[config.mk]
export PLATFORM = sky130hd
export DESIGN_NAME = gcd_job_dispatcher
export DESIGN_NICKNAME = d
export VERILOG_FILES = /design/src/rtl/gcd_pkg.sv /design/src/rtl/gcd_timeout_ctr.sv /design/src/rtl/gcd_job_dispatcher.sv
export SDC_FILE = /design/constraint.sdc
export NUM_CORES = 1
export LEC_CHECK = 0
export ABC_AREA = 0
export BUFFER_PORTS_ARGS = -buffer_cell sky130_fd_sc_hd__buf_2
export CAP_MARGIN = 40
export CORE_ASPECT_RATIO = 1.25
export CORE_UTILIZATION = 35
export CTS_CLUSTER_SIZE = 40
export DETAILED_ROUTE_END_ITERATION = 12
export SLEW_MARGIN = 25
export SYNTH_ARGS = -nofsm -noshare
export SYNTH_HDL_FRONTEND = slang
export SYNTH_HIERARCHICAL = 1
export SYNTH_SLANG_ARGS = --single-unit
[constraint.sdc]
create_clock -name clk -period 2 [get_ports clk]
set_input_delay 0.4 -clock clk [delete_from_list [all_inputs] [get_ports clk]]
set_output_delay 0.4 -clock clk [all_outputs]
set_load 0.05 [all_outputs]
[src/rtl/gcd_pkg.sv]
// Shared encodings for the GCD job dispatcher: FSM states, default width, error codes.
package gcd_pkg;

  localparam int GCD_W = 4;

  localparam logic [1:0] ST_IDLE = 2'd0;
  localparam logic [1:0] ST_LOAD = 2'd1;
  localparam logic [1:0] ST_WAIT = 2'd2;
  localparam logic [1:0] ST_RESP = 2'd3;

  typedef enum logic [1:0] {
    S_IDLE = ST_IDLE,
    S_LOAD = ST_LOAD,
    S_WAIT = ST_WAIT,
    S_RESP = ST_RESP
  } state_e;

  localparam logic ERR_NONE = 1'b0;
  localparam logic ERR_FAIL = 1'b1;

endpackage

[src/rtl/gcd_timeout_ctr.sv]
// Watchdog counter: clear wins over enable; expire is high while count == TIMEOUT-1.
// Latency: expire reflects the registered count; no backpressure.
module gcd_timeout_ctr #(
  parameter int TIMEOUT = 32
) (
  input  logic clk,
  input  logic resetn,
  input  logic clr,
  input  logic en,
  output logic expire
);

  localparam int TW = (TIMEOUT > 1) ? $clog2(TIMEOUT) : 1;

  logic [TW-1:0] cnt_q, cnt_d;

  always_comb begin
    cnt_d = cnt_q;
    if (clr) begin
      cnt_d = '0;
    end else if (en) begin
      cnt_d = cnt_q + TW'(1);
    end
  end

  always_ff @(posedge clk) begin
    if (!resetn) begin
      cnt_q <= '0;
    end else begin
      cnt_q <= cnt_d;
    end
  end

  assign expire = (cnt_q == TW'(TIMEOUT - 1));

endmodule

[src/rtl/gcd_job_dispatcher.sv]
// Launches the GCD core per operand pair, bypasses zero operands, aborts a hung core.
// Latency: bypass 1 cycle, core path done+1; result held in RESP until out_ready.
module gcd_job_dispatcher
  import gcd_pkg::*;
#(
  parameter int W       = GCD_W,
  parameter int TIMEOUT = 32,
  parameter int CNT_W   = 8
) (
  input  logic             clk,
  input  logic             resetn,
  input  logic             in_valid,
  output logic             in_ready,
  input  logic [W-1:0]     in_a,
  input  logic [W-1:0]     in_b,
  output logic             core_start,
  output logic [W-1:0]     core_a,
  output logic [W-1:0]     core_b,
  output logic             core_clr,
  input  logic             core_done,
  input  logic [W-1:0]     core_gcd,
  output logic             out_valid,
  input  logic             out_ready,
  output logic [W-1:0]     out_gcd,
  output logic             out_err,
  output logic             busy,
  output logic [CNT_W-1:0] job_cnt
);

  state_e           state_q, state_d;
  logic [W-1:0]     core_a_q, core_a_d;
  logic [W-1:0]     core_b_q, core_b_d;
  logic [W-1:0]     out_gcd_q, out_gcd_d;
  logic             out_err_q, out_err_d;
  logic [CNT_W-1:0] job_cnt_q, job_cnt_d;
  logic             tmr_clr, tmr_en, tmr_expire, abort;

  gcd_timeout_ctr #(.TIMEOUT(TIMEOUT)) u_timeout (
    .clk    (clk),
    .resetn (resetn),
    .clr    (tmr_clr),
    .en     (tmr_en),
    .expire (tmr_expire)
  );

  always_comb begin
    state_d   = state_q;
    core_a_d  = core_a_q;
    core_b_d  = core_b_q;
    out_gcd_d = out_gcd_q;
    out_err_d = out_err_q;
    job_cnt_d = job_cnt_q;
    tmr_clr   = 1'b0;
    tmr_en    = 1'b0;
    abort     = 1'b0;
    case (state_q)
      S_IDLE: begin
        if (in_valid) begin
          core_a_d = in_a;
          core_b_d = in_b;
          // A zero operand would never terminate the subtract loop.
          if (in_a == '0 || in_b == '0) begin
            out_gcd_d = in_a | in_b;
            out_err_d = (in_a == '0 && in_b == '0) ? ERR_FAIL : ERR_NONE;
            state_d   = S_RESP;
          end else begin
            state_d = S_LOAD;
          end
        end
      end
      S_LOAD: begin
        tmr_clr = 1'b1;
        state_d = S_WAIT;
      end
      S_WAIT: begin
        tmr_en = 1'b1;
        if (core_done) begin
          out_gcd_d = core_gcd;
          out_err_d = ERR_NONE;
          state_d   = S_RESP;
        end else if (tmr_expire) begin
          abort     = 1'b1;
          out_gcd_d = '0;
          out_err_d = ERR_FAIL;
          state_d   = S_RESP;
        end
      end
      S_RESP: begin
        if (out_ready) begin
          job_cnt_d = job_cnt_q + CNT_W'(1);
          state_d   = S_IDLE;
        end
      end
      default: state_d = S_IDLE;
    endcase
  end

  always_ff @(posedge clk) begin
    if (!resetn) begin
      state_q   <= S_IDLE;
      core_a_q  <= '0;
      core_b_q  <= '0;
      out_gcd_q <= '0;
      out_err_q <= 1'b0;
      job_cnt_q <= '0;
    end else begin
      state_q   <= state_d;
      core_a_q  <= core_a_d;
      core_b_q  <= core_b_d;
      out_gcd_q <= out_gcd_d;
      out_err_q <= out_err_d;
      job_cnt_q <= job_cnt_d;
    end
  end

  assign in_ready   = resetn && (state_q == S_IDLE);
  assign core_start = (state_q == S_LOAD);
  assign core_clr   = !resetn || abort;
  assign core_a     = core_a_q;
  assign core_b     = core_b_q;
  assign out_valid  = (state_q == S_RESP);
  assign out_gcd    = out_gcd_q;
  assign out_err    = out_err_q;
  assign busy       = (state_q != S_IDLE);
  assign job_cnt    = job_cnt_q;

endmodule

==> results of run 1 <==
## metal layers
layer | share of wire | track usage | vias to the layer above
li1 | - | - | 638
met1 | 0.45 | 0.190 | 560
met2 | 0.49 | 0.273 | 35
met3 | 0.050 | 0.0339 | 5
met4 | 0.013 | 0.0476 | 0
met5 | 0 | 0 | -
## what timing repair did
| action | in CTS | in global routing |
|---|---|---|
| resized for setup | 3 | 5 |
| setup buffers | 0 | 1 |
| setup endpoints to repair | 1 | 5 |
| pin swaps | 0 | 2 |
## kinds of logic (layout without fill, tap and decap cells)
family / Yosys count / count (layout) / share of synthesized area
AND/OR/NAND/NOR: 71 / 71 / 0.258
flip-flops: 28 / 28 / 0.405
AO/OA/AOI/OAI: 26 / 26 / 0.139
buffers and inverters: 11 / 59 / 0.0307
adder cells (fa/ha/maj): 8 / 8 / 0.0723
XOR/XNOR: 7 / 7 / 0.0443
multiplexers: 7 / 7 / 0.0506
## path summary, 6_finish.rpt
kind                                 end  cells past startpoint
setup / recovery                core_clr                      6
hold / removal    core_a[1]$_SDFFE_PN0P_                      3
setup reg to reg    out_err$_SDFFE_PN0P_                      9
hold reg to reg   core_b[2]$_SDFFE_PN0P_                      2
## final cells by class
cell class,count,share of cell area
multi-input combinational,119,0.450
clock buffer,4,0.0310
sequential,28,0.317
inverter,6,0.0127
timing repair buffer,49,0.151
tap,54,0.0380
## stage by stage
stage | util | total power, mW | setup slack, ns
after floorplan | - | 1.44 | 0.00968
after global placement | 0.446 | 1.70 | 0.131
after detailed placement | 0.446 | 1.70 | 0.131
after CTS | 0.463 | 2.05 | 0.00437
after global routing | 0.469 | 2.19 | 0.0119
final | 0.469 | 2.05 | 0.0841
## power by group
| group | switching [mW] | internal (mW) | total (mW) |
|---|---|---|---|
| clock | 0.172 | 0.176 | 0.349 |
| combinational | 0.676 | 0.319 | 0.995 |
| sequential | 0.0607 | 0.642 | 0.703 |
| total | 0.909 | 1.14 | 2.05 |
## critical path, cell delays in order, from the launching register on
cell     delay [ns]
dfxtp_2        0.38
ha_4           0.14
and3_2         0.17
ha_2           0.16
inv_1          0.05
o21ai_2        0.15
buf_6          0.18
## sequential cells by signal (all words and copies together), names as in the netlist
name,count
u_timeout/cnt_q,5
out_err,1
state_q,2
job_cnt,8
out_gcd,4
core_a,4
core_b,4
## Yosys cell counts (3+ instances only)
cell	count	share of area
a21boi_1	10	0.054
o21ai_0	4	0.014
mux2i_1	7	0.051
nor2_1	8	0.022
ha_1	8	0.072
inv_1	5	0.014
nand3_1	7	0.025
nand2_1	31	0.084
xnor2_1	7	0.044
and2_1	7	0.032
nand4_1	4	0.018
clkbuf_1	3	0.0081
dfxtp_1	28	0.41
==> results.py, run 1 <==
metrics = {
    "setup_path": {
        "crit_start": "u_timeout/cnt_q[0]$_SDFFE_PP0P_",
        "start_kind": "register",
        "cp.arrival_ns": 1.52,
        "reg2reg_slack_ns": 0.15,
        "worstReg2RegStart": "u_timeout/cnt_q[0]$_SDFFE_PP0P_",
        "critPathKind": "reg2out",
        "path_max_fanout": 3,
        "endpoint_kind": "output pin",
        "worst_ep_required_time_ns": 1.60,
    },
    "synth": {
        "synthArstFlopShare": 0,
        "synthesis.nets": 183,
        "yosys_register_bits": 28,
        "synth_warnings": 6,
        "ys.flop_type": "dfxtp_1",
        "syn_inst": 158,
        "syn-cell-area_sq_um": 1380,
        "ys_types": 39,
        "syn_avg_cell_area_sq_um": 8.76,
        "synth_edf_count": 0,
        "ys_seq_area_frac": 0.405,
    },
    "grt": {
        "grt_usage": 0.156,
        "grt_overflow": 0,
        "antenna_found_initial": 0,
        "grt_pass1_vias": 1189,
        "grt_max_degree": 23,
        "grt_pass1_wl_mm": 5.15,
    },
    "route": {
        "totalWireLength_mm": 3.01,
        "drt-pass1-iter-count": 4,
        "vias_per_cell": 4.76,
        "drc_errors": 0,
        "ant_nets": 0,
        "wire_per_inst_um": 11.6,
        "drt_iter0_markers": 69,
        "via_count": 1238,
    },
    "cts": {
        "h-tree-depth": 1,
        "clk_pin_slew_ns": 0.10,
        "numCtsBuffers": 3,
        "ctsHoldBuffers": 0,
        "cts_buffer_depth": 2,
        "clock_latency_ns": 0.27,
        "cts_root_buf": "clkbuf_8",
        "cts_sinks": 28,
        "cts_tree": "built",
    },
    "floorplan": {
        "die_w_um": 58.2,
        "rows": 25,
        "fp.dieArea_sq_um": 4210,
        "core_area_sq_um": 3780,
        "die_h_um": 72.3,
        "initial_core_util": 0.366,
        "ioPinCount": 43,
    },
    "sta": {
        "hold_ws_ns": 0.371,
        "fmax_mhz": 522,
        "worst_pin_slew_ns": 0.468,
        "final.setup.tns_ns": 0,
        "rsz0062_at_grt": "no",
        "setup_viol": 0,
        "min_period_over_period": 0.958,
        "skew_ns": 0.00619,
        "worst_slew_margin_rel": 0.687,
        "finalHoldViolations": 0,
        "fin_crit_ns": 1.92,
        "report.final.slew_viol_count": 0,
    },
    "final_layout": {
        "regArea_sq_um": 563,
        "n_fill_cell": 387,
        "multi_input_area_sq_um": 800,
        "stdcell_area_sq_um": 1780,
        "finalNonFillerCells": 260,
        "most-common-layout-cells": "41 x buf_2, 31 x nand2_1, 26 x dfxtp_1",
        "antenna_cells": 0,
        "mostFrequentLayoutCell": "buf_2",
        "syn2layout_area_growth_pct": 28.4,
        "drive_gt1_frac": 0.311,
        "final_nets": 232,
    },
    "placed_design": {
        "place_congestion": 0.778,
        "dpl_cell_area_sq_um": 1690,
        "post-dp-hpwl_mm": 2.41,
        "numPortBuffers": 42,
        "dp_cells": 255,
    },
    "job": {
        "maxCapViolations": 0,
    },
    "worst_hold_path": {
        "hp-start": "in_a[1]",
        "hp-class": "in2reg",
    },
    "power": {
        "p_leak_nw": 0.824,
        "powerDensity_nw_per_um2": 1150,
        "ir_worst_vdd_v": 0.000685,
    },
    "outcome": {
        "status": "finished, final reports clean",
    },
}
Power figures use the tool's default switching activity.
==> run 2, diff against run 1 <==
--- a/config.mk
+++ b/config.mk
@@ -9,9 +9,11 @@
 export BUFFER_PORTS_ARGS = -buffer_cell sky130_fd_sc_hd__buf_2
 export CAP_MARGIN = 40
 export CORE_ASPECT_RATIO = 1.25
-export CORE_UTILIZATION = 35
+export CORE_MARGIN = 2
+export CORE_UTILIZATION = 50
 export CTS_CLUSTER_SIZE = 40
 export DETAILED_ROUTE_END_ITERATION = 12
+export PLACE_DENSITY = 0.78
 export SLEW_MARGIN = 25
 export SYNTH_ARGS = -nofsm -noshare
 export SYNTH_HDL_FRONTEND = slang
==> results.py, run 2 (synthesis results as in run 1) <==
metrics = {
    "outcome": {
        "status": "finished, final reports clean",
    },
    "cts": {
        "cts_sinks": 28,
        "cts_root_buf": "clkbuf_4",
        "h-tree-depth": 1,
        "clk_pin_slew_ns": 0.15,
        "cts_tree": "built",
        "ctsHoldBuffers": 0,
        "numCtsBuffers": 3,
        "clock_latency_ns": 0.34,
        "cts_buffer_depth": 2,
    },
    "placed_design": {
        "place_congestion": 0.757,
        "numPortBuffers": 42,
        "dpl_cell_area_sq_um": 1650,
        "post-dp-hpwl_mm": 2.38,
        "post-place-ws_ns": -0.0677,
    },
    "floorplan": {
        "initial_core_util": 0.521,
        "ioPinCount": 43,
        "die_w_um": 51.1,
        "fp.dieArea_sq_um": 3210,
        "die_h_um": 62.8,
        "rows": 21,
        "core_area_sq_um": 2650,
    },
    "setup_path": {
        "critPathKind": "reg2out",
        "worst_ep_required_time_ns": 1.60,
        "cp_num_buf_inv": 2,
        "slowest_stage": "dfxtp_4",
        "worstReg2RegStart": "u_timeout/cnt_q[0]$_SDFFE_PP0P_",
        "cp_top_family": "flip-flops",
        "worstRegToRegCells": 7,
        "r2r-end": "out_gcd[1]$_SDFFE_PN0P_",
        "cp.arrival_ns": 1.57,
        "endpoint_kind": "output pin",
        "cpMostUsedCell": "ha_4",
        "crit_chain": "ha_4 -> and3_4 -> ha_4 -> inv_2 -> o21ai_2 -> buf_6",
        "slowest_delay_ns": 0.40,
        "start_kind": "register",
        "path_max_fanout": 3,
        "reg2reg_slack_ns": 0.18,
    },
    "sta": {
        "finalHoldViolations": 0,
        "setup_ws_ns": 0.0315,
        "worst_pin_slew_ns": 0.538,
        "worst_slew_margin_rel": 0.641,
        "fin_crit_ns": 1.97,
        "min_period_over_period": 0.984,
        "setup_viol": 0,
        "rsz0062_at_grt": "yes",
        "report.final.slew_viol_count": 0,
        "skew_ns": 0.00146,
        "final.setup.tns_ns": 0,
        "fmax_mhz": 508,
    },
    "power": {
        "seqPwrFrac": 0.357,
        "powerDensity_nw_per_um2": 1130,
        "p_comb_frac": 0.499,
        "p_sw_mw": 0.925,
        "p_int_mw": 1.06,
        "netSwitchingFraction": 0.466,
        "p_clk_frac": 0.144,
        "ir_worst_vdd_v": 0.000689,
        "p_leak_nw": 0.814,
    },
    "grt": {
        "grt_overflow": 0,
        "grt_pass1_vias": 1212,
        "antenna_found_initial": 0,
        "grt_max_degree": 20,
        "grt_pass1_wl_mm": 5.29,
        "grt_usage": 0.213,
    },
    "worst_hold_path": {
        "min_path_cells": 3,
        "hp-start": "in_b[0]",
        "hp-class": "in2reg",
        "min_to": "core_b[0]$_SDFFE_PN0P_",
    },
    "route": {
        "vias_per_cell": 5.38,
        "drc_errors": 0,
        "wire_per_inst_um": 13.4,
        "ant_nets": 0,
        "drt_iter0_markers": 32,
        "drt-pass1-iter-count": 4,
        "totalWireLength_mm": 3.21,
        "via_count": 1286,
    },
    "job": {
        "maxCapViolations": 0,
    },
    "final_layout": {
        "drive_gt1_frac": 0.322,
        "final_nets": 231,
        "n_fill_cell": 244,
        "mostFrequentLayoutCell": "buf_2",
        "largest_reg_flops": 8,
        "regArea_sq_um": 568,
        "syn2layout_area_growth_pct": 26.6,
        "antenna_cells": 0,
        "stdcell_area_sq_um": 1750,
        "most-common-layout-cells": "41 x buf_2, 31 x nand2_1, 26 x dfxtp_1",
        "multi_input_area_sq_um": 821,
    },
}
run 2: how the worst max path moves through the flow:
| stage | start | to | slack [ns] | cells after the start |
|---|---|---|---|---|
| 4_1_cts | u_timeout/cnt_q[0]$_SDFFE_PP0P_ | core_clr | 0.02 | 6 |
| 5_1_grt | u_timeout/cnt_q[0]$_SDFFE_PP0P_ | core_clr | -0.03 | 6 |
| 6_report | u_timeout/cnt_q[0]$_SDFFE_PP0P_ | core_clr | 0.03 | 6 |
| 3_3_place_gp | u_timeout/cnt_q[0]$_SDFFE_PP0P_ | out_gcd[0]$_SDFFE_PN0P_ | 0.06 | 7 |
| 3_5_place_dp | u_timeout/cnt_q[0]$_SDFFE_PP0P_ | out_gcd[1]$_SDFFE_PN0P_ | -0.07 | 7 |
| 2_1_floorplan | u_timeout/cnt_q[0]$_SDFFE_PP0P_ | core_clr | 0.01 | 5 |
run 2: metrics by stage:
stage	power [mW]	hold WS [ns]	util	instances
floorplan	1.44	0.461	-	158
global placement	1.65	0.441	0.620	233
detailed placement	1.67	0.452	0.620	233
CTS	1.97	0.300	0.651	237
global route	2.08	0.294	0.660	239
finish	1.98	0.294	0.660	239
run 2: worst min-delay path, stage by stage:
cell and delay [ns]:
buf_2 0.11, nand2_1 0.05, a21boi_1 0.05
run 2: final cells by class:
class / instances / area share
multi-input cells: 119 / 0.469
well taps: 34 / 0.0243
clock buffers: 4 / 0.0207
repair buffers: 48 / 0.149
inverters: 6 / 0.0129
flip-flops and latches: 28 / 0.324
run 2: routing by layer:
| layer | vias up | part of all wire | global-route usage |
|---|---|---|---|
| met5 | - | 0 | 0 |
| met4 | 0 | 0.020 | 0.0912 |
| met3 | 5 | 0.045 | 0.0239 |
| met2 | 44 | 0.52 | 0.399 |
| met1 | 598 | 0.41 | 0.230 |
| li1 | 639 | - | - |
run 2: power by group through the flow:
stage | sequential [mW] | combinational (mW) | clock (mW)
global placement | 0.705 | 0.944 | 0
CTS | 0.708 | 0.973 | 0.285
detailed placement | 0.713 | 0.960 | 0
finish | 0.707 | 0.990 | 0.286
floorplan | 0.895 | 0.544 | 0
global route | 0.717 | 1.06 | 0.312
run 2: repair_timing:
action	in CTS	in global routing
buffers inserted	0	2
resized for setup	11	4
pin swaps	1	2
endpoints found under the setup margin	6	2
==> run 3, diff against run 2 <==
==> constraint.sdc (replaced) <==
create_clock -name clk -period 2.1 [get_ports clk]
set_input_delay 0.42 -clock clk [delete_from_list [all_inputs] [get_ports clk]]
set_output_delay 0.42 -clock clk [all_outputs]
set_load 0.05 [all_outputs]
==> results.py, run 3 (synthesis results as in run 1) <==
metrics = {
    "sta": {
        "setup_ws_ns": 0.0722,
        "min_period_over_period": 0.966,
        "report.final.slew_viol_count": 0,
        "worst_pin_slew_ns": 0.538,
        "hold_ws_ns": 0.317,
        "fin_crit_ns": 2.03,
        "final.setup.tns_ns": 0,
        "fmax_mhz": 493,
        "worst_slew_margin_rel": 0.641,
        "setup_viol": 0,
        "finalHoldViolations": 0,
        "skew_ns": 0.0110,
    },
    "grt": {
        "grt_max_degree": 21,
        "grt_pass1_vias": 1222,
        "grt_use_met3": 0.0191,
        "grt_pass1_wl_mm": 5.14,
        "grt_usage": 0.204,
        "antenna_found_initial": 0,
        "use_met2": 0.373,
        "grt-busiest-layer": "met2",
        "grt_overflow": 0,
        "use_met1": 0.239,
    },
    "setup_path": {
        "slowest_stage": "dfxtp_2",
        "critPathKind": "reg2out",
        "path_max_fanout": 11,
        "r2r-end": "out_gcd[3]$_SDFFE_PN0P_",
        "worstRegToRegCells": 7,
        "slowest_delay_ns": 0.36,
        "crit_start": "state_q[0]$_SDFFE_PN0P_",
        "crit_chain": "inv_1 -> ha_2 -> buf_6 -> nand2b_1 -> o21ai_2 -> buf_6",
        "reg2reg_slack_ns": 0.29,
        "worst_ep_required_time_ns": 1.68,
        "cpMostUsedCell": "buf_6",
        "endpoint_kind": "output pin",
        "cp.arrival_ns": 1.61,
        "start_kind": "register",
        "crit_end": "core_clr",
        "worstReg2RegStart": "u_timeout/cnt_q[0]$_SDFFE_PP0P_",
    },
    "floorplan": {
        "die_w_um": 51.1,
        "rows": 21,
        "core_area_sq_um": 2650,
        "initial_core_util": 0.521,
        "die_h_um": 62.8,
        "ioPinCount": 43,
        "fp.dieArea_sq_um": 3210,
    },
    "route": {
        "drt-pass1-iter-count": 4,
        "wire_per_inst_um": 13.1,
        "totalWireLength_mm": 3.09,
        "vias_per_cell": 5.24,
        "drt_iter0_markers": 25,
        "drc_errors": 0,
        "ant_nets": 0,
        "via_count": 1241,
    },
    "cts": {
        "cts_tree": "built",
        "h-tree-depth": 1,
        "ctsHoldBuffers": 0,
        "cts_root_buf": "clkbuf_4",
        "clock_latency_ns": 0.34,
        "numCtsBuffers": 3,
        "clk_pin_slew_ns": 0.15,
        "cts_sinks": 28,
        "cts_buffer_depth": 2,
    },
    "power": {
        "totalPowerFinal_mw": 1.96,
        "p_leak_nw": 0.811,
        "powerDensity_nw_per_um2": 1130,
        "ir_worst_vdd_v": 0.000845,
    },
    "placed_design": {
        "post-place-ws_ns": 0.0739,
        "numPortBuffers": 42,
        "dpl_cell_area_sq_um": 1640,
        "post-dp-hpwl_mm": 2.33,
        "place_congestion": 0.753,
    },
    "final_layout": {
        "mostFrequentLayoutCell": "buf_2",
        "final_nets": 229,
        "most-common-layout-cells": "41 x buf_2, 31 x nand2_1, 25 x dfxtp_1",
        "n_fill_cell": 227,
        "largest_reg_flops": 8,
        "drive_gt1_frac": 0.315,
        "stdcell_area_sq_um": 1740,
        "antenna_cells": 0,
        "syn2layout_area_growth_pct": 25.7,
    },
    "worst_hold_path": {
        "hp-class": "in2reg",
    },
    "job": {
        "maxCapViolations": 0,
    },
    "outcome": {
        "status": "finished, final reports clean",
    },
}
-- run 3: cell count changes in the layout (fill, tap and decap cells not counted), sizes merged --
| cell | delta |
|---|---|
| buf | -2 |
| clkbuf | -1 |
| bufinv | +1 |
-- run 3: per-stage QoR --
step,util,std cells
global placement,0.618,232
finish,0.655,237
global route,0.655,237
CTS,0.642,236
detailed placement,0.618,232
floorplan,-,158
-- run 3: worst min path at each step --
stage                              end  slack, ns  cells after the start               startpoint
4_1_cts         core_a[0]$_SDFFE_PN0P_       0.31                      3                  in_a[0]
2_1_floorplan  state_q[1]$_SDFFE_PN0P_       0.46                      2  state_q[1]$_SDFFE_PN0P_
3_3_place_gp    core_a[0]$_SDFFE_PN0P_       0.44                      2   core_a[0]$_SDFFE_PN0P_
5_1_grt         core_a[0]$_SDFFE_PN0P_       0.32                      3                  in_a[0]
6_report        core_b[2]$_SDFFE_PN0P_       0.32                      3                  in_b[2]
3_5_place_dp    core_a[2]$_SDFFE_PN0P_       0.45                      2   core_a[2]$_SDFFE_PN0P_
-- run 3: report_power, final --
| group | internal, mW | total, mW | switching (mW) |
|---|---|---|---|
| sequential | 0.614 | 0.673 | 0.0593 |
| combinational | 0.285 | 0.936 | 0.651 |
| clock | 0.193 | 0.355 | 0.162 |
| total | 1.09 | 1.96 | 0.873 |
-- run 3: worst max-delay path, delay by kind of cell (launching register included) --
family | cells | cell delay [ns]
simple gates | 1 | 0.09
compound gates | 1 | 0.18
fa+ha+maj | 1 | 0.23
buf+inv | 3 | 0.42
flops | 1 | 0.36
-- run 3: metal layers --
metal / share of wire / wire length [um] / vias up
li1: - / - / 633
met1: 0.41 / 1260 / 560
met2: 0.52 / 1610 / 44
met3: 0.062 / 191 / 4
met4: 0.011 / 34 / 0
met5: 0 / 0 / -
-- run 3: layout make-up --
type	instances	area [sq um]	area share
well taps	34	42.5	0.0245
repair buffers	46	250	0.144
inverters	6	22.5	0.0129
clock buffers	3	22.5	0.0129
clock inverters	1	30.0	0.0173
multi-input cells	119	807	0.464
flip-flops and latches	28	564	0.324
-- run 3: repair_timing --
action,CTS,global route
gates resized for setup,4,8
setup endpoints to repair,1,5
pin swaps,0,1
setup buffers,0,1
